### config.mk
export PLATFORM = sky130hd
export DESIGN_NAME = multi_port_sync_fifo_flat
export DESIGN_NICKNAME = d
export VERILOG_FILES = /design/src/rtl/multi_port_sync_fifo_if.sv /design/src/rtl/multi_port_sync_fifo.sv /design/src/flat_wrapper.sv
export SDC_FILE = /design/constraint.sdc
export NUM_CORES = 1
export LEC_CHECK = 0
export CAP_MARGIN = 20
export CORE_MARGIN = 2
export CORE_UTILIZATION = 25
export DETAILED_ROUTE_END_ITERATION = 10
export HOLD_SLACK_MARGIN = 0.02
export SYNTH_ARGS = -nofsm -noshare
export SYNTH_HDL_FRONTEND = slang
export SYNTH_SLANG_ARGS = --single-unit
### constraint.sdc
create_clock -name clk -period 5.5 [get_ports clk]
set_clock_uncertainty 0.1 [all_clocks]
set_input_delay 0.55 -clock clk [delete_from_list [all_inputs] [get_ports clk]]
set_output_delay 0.55 -clock clk [all_outputs]
set_load 0.01 [all_outputs]
### src/rtl/multi_port_sync_fifo_if.sv
// Bundles the enqueue/dequeue request and status signals of multi_port_sync_fifo.
//   master : the client that drives flush/push/pop and observes head data and status
//   slave  : the FIFO itself
//   flush         - synchronous clear of all contents
//   push_num/data - lanes 0..push_num-1 enqueued, lane 0 oldest
//   pop_num       - entries to dequeue (clipped to occupancy)
//   head_data/valid - POP_WIDTH oldest entries and their validity
//   count/free_count/full/empty/almost_full - registered occupancy status
//   push_reject/pop_underflow - combinational request diagnostics
interface multi_port_sync_fifo_if #(
    parameter int unsigned DEPTH      = 8,
    parameter int unsigned LINE_WIDTH = 32,
    parameter int unsigned PUSH_WIDTH = 2,
    parameter int unsigned POP_WIDTH  = 2
);
    localparam int unsigned PN_W  = $clog2(PUSH_WIDTH + 1);
    localparam int unsigned QN_W  = $clog2(POP_WIDTH + 1);
    localparam int unsigned CNT_W = $clog2(DEPTH + 1);

    logic                             flush;
    logic [PN_W-1:0]                  push_num;
    logic [PUSH_WIDTH*LINE_WIDTH-1:0] push_data;
    logic [QN_W-1:0]                  pop_num;
    logic [POP_WIDTH*LINE_WIDTH-1:0]  head_data;
    logic [POP_WIDTH-1:0]             head_valid;
    logic [CNT_W-1:0]                 count;
    logic [CNT_W-1:0]                 free_count;
    logic                             full;
    logic                             empty;
    logic                             almost_full;
    logic                             push_reject;
    logic                             pop_underflow;

    modport master (
        output flush, push_num, push_data, pop_num,
        input  head_data, head_valid, count, free_count, full, empty,
               almost_full, push_reject, pop_underflow
    );

    modport slave (
        input  flush, push_num, push_data, pop_num,
        output head_data, head_valid, count, free_count, full, empty,
               almost_full, push_reject, pop_underflow
    );
endinterface

### src/rtl/multi_port_sync_fifo.sv
// Superscalar synchronous FIFO: up to PUSH_WIDTH enqueues and POP_WIDTH dequeues
// per cycle over a circular buffer of arbitrary (non power-of-2) DEPTH.
// Ports:
//   clk - rising-edge clock
//   rst - asynchronous active-low reset
//   bus - multi_port_sync_fifo_if.slave (request, head read port, status)
// Pushes are all-or-nothing against the start-of-cycle free space; pops are
// clipped to the start-of-cycle occupancy. Flush wins over push and pop.
module multi_port_sync_fifo #(
    parameter int unsigned DEPTH      = 8,
    parameter int unsigned LINE_WIDTH = 32,
    parameter int unsigned PUSH_WIDTH = 2,
    parameter int unsigned POP_WIDTH  = 2,
    parameter int unsigned AF_MARGIN  = 2
) (
    input  logic                   clk,
    input  logic                   rst,
    multi_port_sync_fifo_if.slave  bus
);
    localparam int unsigned CNT_W = $clog2(DEPTH + 1);
    localparam int unsigned PTR_W = (DEPTH > 1) ? $clog2(DEPTH) : 1;
    // Wide enough for ptr + n (< 2*DEPTH) and for any push_num/pop_num encoding.
    localparam int unsigned SUM_W = $clog2(2 * DEPTH + 1);

    logic [LINE_WIDTH-1:0] arr [DEPTH];

    logic [PTR_W-1:0]     rp_q, wp_q, rp_next, wp_next;
    logic [CNT_W-1:0]     count_q, free_q, count_next, free_next;
    logic                 full_q, empty_q, af_q;
    logic [POP_WIDTH-1:0] hv_q, hv_next;

    logic [SUM_W-1:0]     push_w, pop_w, cnt_w, free_w, pushed, popped;
    logic                 reject_c, underflow_c;
    logic [PTR_W-1:0]     wr_idx [PUSH_WIDTH];
    logic [PTR_W-1:0]     rd_idx [POP_WIDTH];

    // Circular pointer advance; single conditional subtract since n <= DEPTH.
    function automatic logic [PTR_W-1:0] adv(input logic [PTR_W-1:0] p,
                                             input logic [SUM_W-1:0] n);
        logic [SUM_W-1:0] s;
        s = SUM_W'(p) + n;
        if (s >= SUM_W'(DEPTH)) s = s - SUM_W'(DEPTH);
        return PTR_W'(s);
    endfunction

    // Request evaluation and next-state computation.
    always_comb begin
        push_w      = SUM_W'(bus.push_num);
        pop_w       = SUM_W'(bus.pop_num);
        cnt_w       = SUM_W'(count_q);
        free_w      = SUM_W'(free_q);
        pushed      = '0;
        popped      = '0;
        reject_c    = !bus.flush && (push_w > free_w);
        underflow_c = !bus.flush && (pop_w > cnt_w);

        if (!bus.flush) begin
            // Encodings above PUSH_WIDTH have no lanes behind them; clamp.
            if (!reject_c) pushed = (push_w > SUM_W'(PUSH_WIDTH)) ? SUM_W'(PUSH_WIDTH) : push_w;
            popped = underflow_c ? cnt_w : pop_w;
        end

        if (bus.flush) begin
            count_next = '0;
            wp_next    = '0;
            rp_next    = '0;
        end else begin
            count_next = CNT_W'(cnt_w + pushed - popped);
            wp_next    = adv(wp_q, pushed);
            rp_next    = adv(rp_q, popped);
        end

        free_next = CNT_W'(DEPTH) - count_next;
        for (int i = 0; i < POP_WIDTH; i++) begin
            hv_next[i] = (32'(count_next) > 32'(i));
        end
    end

    // Write and read slot indices per lane.
    always_comb begin
        for (int i = 0; i < PUSH_WIDTH; i++) wr_idx[i] = adv(wp_q, SUM_W'(i));
        for (int i = 0; i < POP_WIDTH; i++)  rd_idx[i] = adv(rp_q, SUM_W'(i));
    end

    // Pointer, occupancy and status registers.
    always_ff @(posedge clk or negedge rst) begin
        if (!rst) begin
            rp_q    <= '0;
            wp_q    <= '0;
            count_q <= '0;
            free_q  <= CNT_W'(DEPTH);
            full_q  <= 1'b0;
            empty_q <= 1'b1;
            af_q    <= (DEPTH <= AF_MARGIN);
            hv_q    <= '0;
        end else begin
            rp_q    <= rp_next;
            wp_q    <= wp_next;
            count_q <= count_next;
            free_q  <= free_next;
            full_q  <= (count_next == CNT_W'(DEPTH));
            empty_q <= (count_next == '0);
            af_q    <= (32'(free_next) <= AF_MARGIN);
            hv_q    <= hv_next;
        end
    end

    // Storage array; contents are don't-care until written, so no reset.
    always_ff @(posedge clk) begin
        for (int i = 0; i < PUSH_WIDTH; i++) begin
            if (SUM_W'(i) < pushed) arr[wr_idx[i]] <= bus.push_data[i*LINE_WIDTH +: LINE_WIDTH];
        end
    end

    // Head read port straight from registered read pointer.
    always_comb begin
        for (int i = 0; i < POP_WIDTH; i++) begin
            bus.head_data[i*LINE_WIDTH +: LINE_WIDTH] = arr[rd_idx[i]];
        end
    end

    assign bus.head_valid    = hv_q;
    assign bus.count         = count_q;
    assign bus.free_count    = free_q;
    assign bus.full          = full_q;
    assign bus.empty         = empty_q;
    assign bus.almost_full   = af_q;
    assign bus.push_reject   = reject_c;
    assign bus.pop_underflow = underflow_c;

`ifndef SYNTHESIS
    // Occupancy bound and pointer/count consistency.
    a_count_bound: assert property (@(posedge clk) disable iff (!rst)
        32'(count_q) <= DEPTH);
    a_ptr_count: assert property (@(posedge clk) disable iff (!rst)
        ((int'(wp_q) + int'(DEPTH) - int'(rp_q)) % int'(DEPTH)) == (int'(count_q) % int'(DEPTH)));
`endif

endmodule

### src/flat_wrapper.sv
// flat-port wrapper written by rule: the top's interface ports become plain ports
module multi_port_sync_fifo_flat 
#(
    parameter int unsigned DEPTH      = 8,
    parameter int unsigned LINE_WIDTH = 32,
    parameter int unsigned PUSH_WIDTH = 2,
    parameter int unsigned POP_WIDTH  = 2,
    parameter int unsigned AF_MARGIN  = 2
)
  (clk, rst, bus_flush, bus_push_num, bus_push_data, bus_pop_num, bus_head_data, bus_head_valid, bus_count, bus_free_count, bus_full, bus_empty, bus_almost_full, bus_push_reject, bus_pop_underflow);
  multi_port_sync_fifo_if #(.DEPTH(DEPTH), .LINE_WIDTH(LINE_WIDTH), .PUSH_WIDTH(PUSH_WIDTH), .POP_WIDTH(POP_WIDTH)) bus_i ();
  input  logic clk;
  input  logic rst;
  input wire logic [$bits(bus_i.flush)-1:0] bus_flush;
  input wire logic [$bits(bus_i.push_num)-1:0] bus_push_num;
  input wire logic [$bits(bus_i.push_data)-1:0] bus_push_data;
  input wire logic [$bits(bus_i.pop_num)-1:0] bus_pop_num;
  output wire logic [$bits(bus_i.head_data)-1:0] bus_head_data;
  output wire logic [$bits(bus_i.head_valid)-1:0] bus_head_valid;
  output wire logic [$bits(bus_i.count)-1:0] bus_count;
  output wire logic [$bits(bus_i.free_count)-1:0] bus_free_count;
  output wire logic [$bits(bus_i.full)-1:0] bus_full;
  output wire logic [$bits(bus_i.empty)-1:0] bus_empty;
  output wire logic [$bits(bus_i.almost_full)-1:0] bus_almost_full;
  output wire logic [$bits(bus_i.push_reject)-1:0] bus_push_reject;
  output wire logic [$bits(bus_i.pop_underflow)-1:0] bus_pop_underflow;
  assign bus_i.flush = bus_flush;
  assign bus_i.push_num = bus_push_num;
  assign bus_i.push_data = bus_push_data;
  assign bus_i.pop_num = bus_pop_num;
  assign bus_head_data = bus_i.head_data;
  assign bus_head_valid = bus_i.head_valid;
  assign bus_count = bus_i.count;
  assign bus_free_count = bus_i.free_count;
  assign bus_full = bus_i.full;
  assign bus_empty = bus_i.empty;
  assign bus_almost_full = bus_i.almost_full;
  assign bus_push_reject = bus_i.push_reject;
  assign bus_pop_underflow = bus_i.pop_underflow;
  multi_port_sync_fifo #(.DEPTH(DEPTH), .LINE_WIDTH(LINE_WIDTH), .PUSH_WIDTH(PUSH_WIDTH), .POP_WIDTH(POP_WIDTH), .AF_MARGIN(AF_MARGIN)) u_core (.clk(clk), .rst(rst), .bus(bus_i));
endmodule
==> flow_summary.json <==
{
  "antenna_found_initial": 3,
  "cts_root_buf": "clkbuf_16",
  "nets": 1129,
  "die_y_um": 260.0,
  "critPathLaunchType": "input pin",
  "worstPathMaxFanout": 3,
  "power_frac_seq": 0.348,
  "post_synth_xor_area_fraction": 0.005650,
  "power_mw": 7.234,
  "fin_crit_ns": 4.124,
  "vias": 9069,
  "cap_viol_max_count": 0,
  "dpl.hpwl_um": 28100,
  "htree_num_levels": 2,
  "grtUsageTotal": 0.1394,
  "start_util": 0.2537,
  "synth-simple-area-share": 0.01741,
  "worstSkewPairLatency_ns": 0.53,
  "cts.sinks": 274,
  "ys.flop_type": "edfxtp_1",
  "final_cell_mix": "edfxtp_1, mux2_2, clkdlybuf4s50_1",
  "cts_buffers": 35,
  "total_leakage_power_nw": 6.923,
  "ir_drop_v": 0.0002246,
  "drt_iter0_drc": 607,
  "post_drt_via_cell_ratio": 4.731,
  "hold_violations": 0,
  "ant_nets": 0,
  "drcViolationCount": 0,
  "syn_area_per_cell_sq_um": 18.33,
  "drive_gt1_frac": 0.5198,
  "synth_top_family_by_area": "multiplexers",
  "power.share.combinational": 0.345,
  "clkTransAtPathRegs_ns": 0.05,
  "grt_start_max_net_pins": 130,
  "cts_tree": "yes",
  "synth-compound-area-share": 0.008093,
  "antenna_cells": 0,
  "fp.coreArea_sq_mm": 0.06458,
  "postCtsSetupBuffers": 0,
  "synthCells": 894,
  "drt-total-wl_um": 46940,
  "io_buffers": 149,
  "end_kind": "flip-flop",
  "setup-tns-final_ns": 0,
  "synth_fa_ha_area_frac": 0.01710,
  "cts-resized-gates": 0,
  "wire_per_inst_um": 24.49,
  "clkPwrFrac": 0.306,
  "grt_pass1_vias": 9973,
  "p_sw_mw": 2.096,
  "netlist_area_sq_mm": 0.01639,
  "syn-num-nets": 985,
  "tightestPinTransition_ns": 1.100,
  "fin_area_sq_mm": 0.02002,
  "async_flop_share": 0.06569,
  "ys_seq_area_frac": 0.4968,
  "cp.arrival_ns": 4.42,
  "swShare": 0.2898,
  "final_common_cell": "edfxtp_1",
  "yosys.cell_types.count": 50,
  "p_int_mw": 5.138,
  "grt_pass1_wl_um": 68200,
  "std_cell_rows": 93,
  "dr.pass1.iters": 4,
  "dieArea_sq_mm": 0.06761,
  "max_freq_ghz": 0.2425,
  "boundaryPins": 150,
  "rsz0062_at_grt": "no",
  "fp.dieW_um": 260.0,
  "gp_congestion": 0.7010,
  "cp.required_ns": 5.79,
  "area_growth_pct": 22.18,
  "yosys_warnings": 0,
  "path_class": "in2reg",
  "yosys_register_bits": 274,
  "slew_headroom": 0.2640,
  "hp-class": "in2async",
  "synth-edff-count": 256,
  "overflow": 0,
  "powerDensity_mw_per_mm2": 361.3,
  "dpl-instance-area_sq_mm": 0.01889,
  "setup_viol": 0,
  "status": "completed",
  "fin_crit_sh": 0.7498,
  "synthMuxAreaShare": 0.4236,
  "drv_slew": 0,
  "fin_util": 0.3100,
  "cts.hold.buffers_added": 0,
  "clock_path_buffers": 3
}
[power by group through the flow]
stage	logic, mW	registers (mW)	clock network (mW)
2_1_floorplan	1.49	2.56	0
3_3_place_gp	2.53	2.56	0
3_5_place_dp	2.54	2.56	0
4_1_cts	2.56	2.52	2.29
5_1_grt	2.69	2.53	2.35
6_report	2.50	2.52	2.22
[routing by layer]
metal	part of all wire	global-route usage
met5	0.00047	0
met2	0.50	0.2397
met3	0.051	0.02593
met4	0.019	0.03736
met1	0.43	0.1794
[synthesized netlist by cell type, types with 2 or more instances]
| library cell | n | share of area |
|---|---|---|
| a2111oi_0 | 2 | 0.0011 |
| nand2b_1 | 4 | 0.0015 |
| buf_12 | 3 | 0.0037 |
| mux2i_1 | 2 | 0.0012 |
| ha_1 | 16 | 0.012 |
| buf_2 | 20 | 0.0061 |
| mux2_2 | 204 | 0.14 |
| nand4b_1 | 3 | 0.0016 |
| nand3b_2 | 2 | 0.0014 |
| mux2_4 | 116 | 0.11 |
| buf_6 | 13 | 0.0089 |
| xnor2_1 | 5 | 0.0027 |
| inv_1 | 15 | 0.0034 |
| dfstp_2 | 2 | 0.0032 |
| clkbuf_1 | 17 | 0.0039 |
| nor3_1 | 2 | 0.00061 |
| buf_1 | 6 | 0.0014 |
| dfrtp_1 | 16 | 0.024 |
| mux4_2 | 128 | 0.18 |
| or2_2 | 3 | 0.0011 |
| or3_1 | 3 | 0.0011 |
| buf_4 | 7 | 0.0032 |
| fa_1 | 4 | 0.0049 |
| nor2b_1 | 5 | 0.0019 |
| nand2_1 | 2 | 0.00046 |
| o21ai_0 | 9 | 0.0027 |
| xor2_1 | 3 | 0.0016 |
| nor2_1 | 5 | 0.0011 |
| edfxtp_1 | 256 | 0.47 |
[sequential cells by signal (all words and copies together) (netlist names)]
name and count:
u_core.bus.head_valid 2, u_core.wp_q 3, u_core.bus.full 1, u_core.bus.empty 1
u_core.rp_q 3, u_core.bus.count 4, u_core.arr 256, u_core.bus.almost_full 1
u_core.bus.free_count 3
[critical path, stage by stage]
cell and delay, ns:
clkdlybuf4s50_1 0.49, inv_1 0.05, ha_1 0.27, a2111oi_0 0.38
o21ai_0 0.29, mux2i_1 0.18, nor2_1 0.21, fa_1 0.45
inv_1 0.10, ha_1 0.22, a21o_1 0.18, a21oi_1 0.22
xnor3_1 0.45, a2111oi_0 0.37
[cells by family (layout without fill, tap and decap cells)]
family                     after synthesis  count (layout)
xor gates and xnor gates                 9               9
buffers and inverters                   82             250
muxes                                  450             450
other                                    1               1
AOI/OAI and AO/OA                       18              18
and+or+nand+nor                         40              40
DFF                                    274             274
adders and majority gates               20              20
[through the flow]
step,hold slack (ns),cells,setup slack (ns)
floorplan,0.1544,894,0.6803
global route,0.4559,1917,0.7273
detailed placement,0.5497,1855,0.8910
CTS,0.4083,1916,1.298
global placement,0.5356,1855,0.8713
finish,0.3996,1917,1.376
[area by class of cell]
cell class                 count  area, sq um
fill                        6273        44560
tap                          855         1070
timing repair buffer         173         1754
multi-input combinational    538         7884
sequential                   274         8149
clock buffer                  43        915.9
inverter                      16        65.06
clock inverter                18        183.9
[worst paths after layout]
kind | from | endpoint | slack (ns) | cells after the start
worst max register to register | u_core.bus.count[0] | u_core.bus.almost_full | 1.40 | 12
worst min register to register | u_core.wp_q[2] | u_core.wp_q[2] | 0.56 | 2
max in group asynchronous | rst | u_core.rp_q[0] | 4.30 | 1
worst min-delay path | rst | u_core.bus.full | 0.40 | 1
worst max-delay path | bus_pop_num[0] | u_core.bus.almost_full | 1.38 | 14
min in group clk | u_core.wp_q[2] | u_core.wp_q[2] | 0.56 | 2
Note: power is estimated with default switching activity, not from simulation.
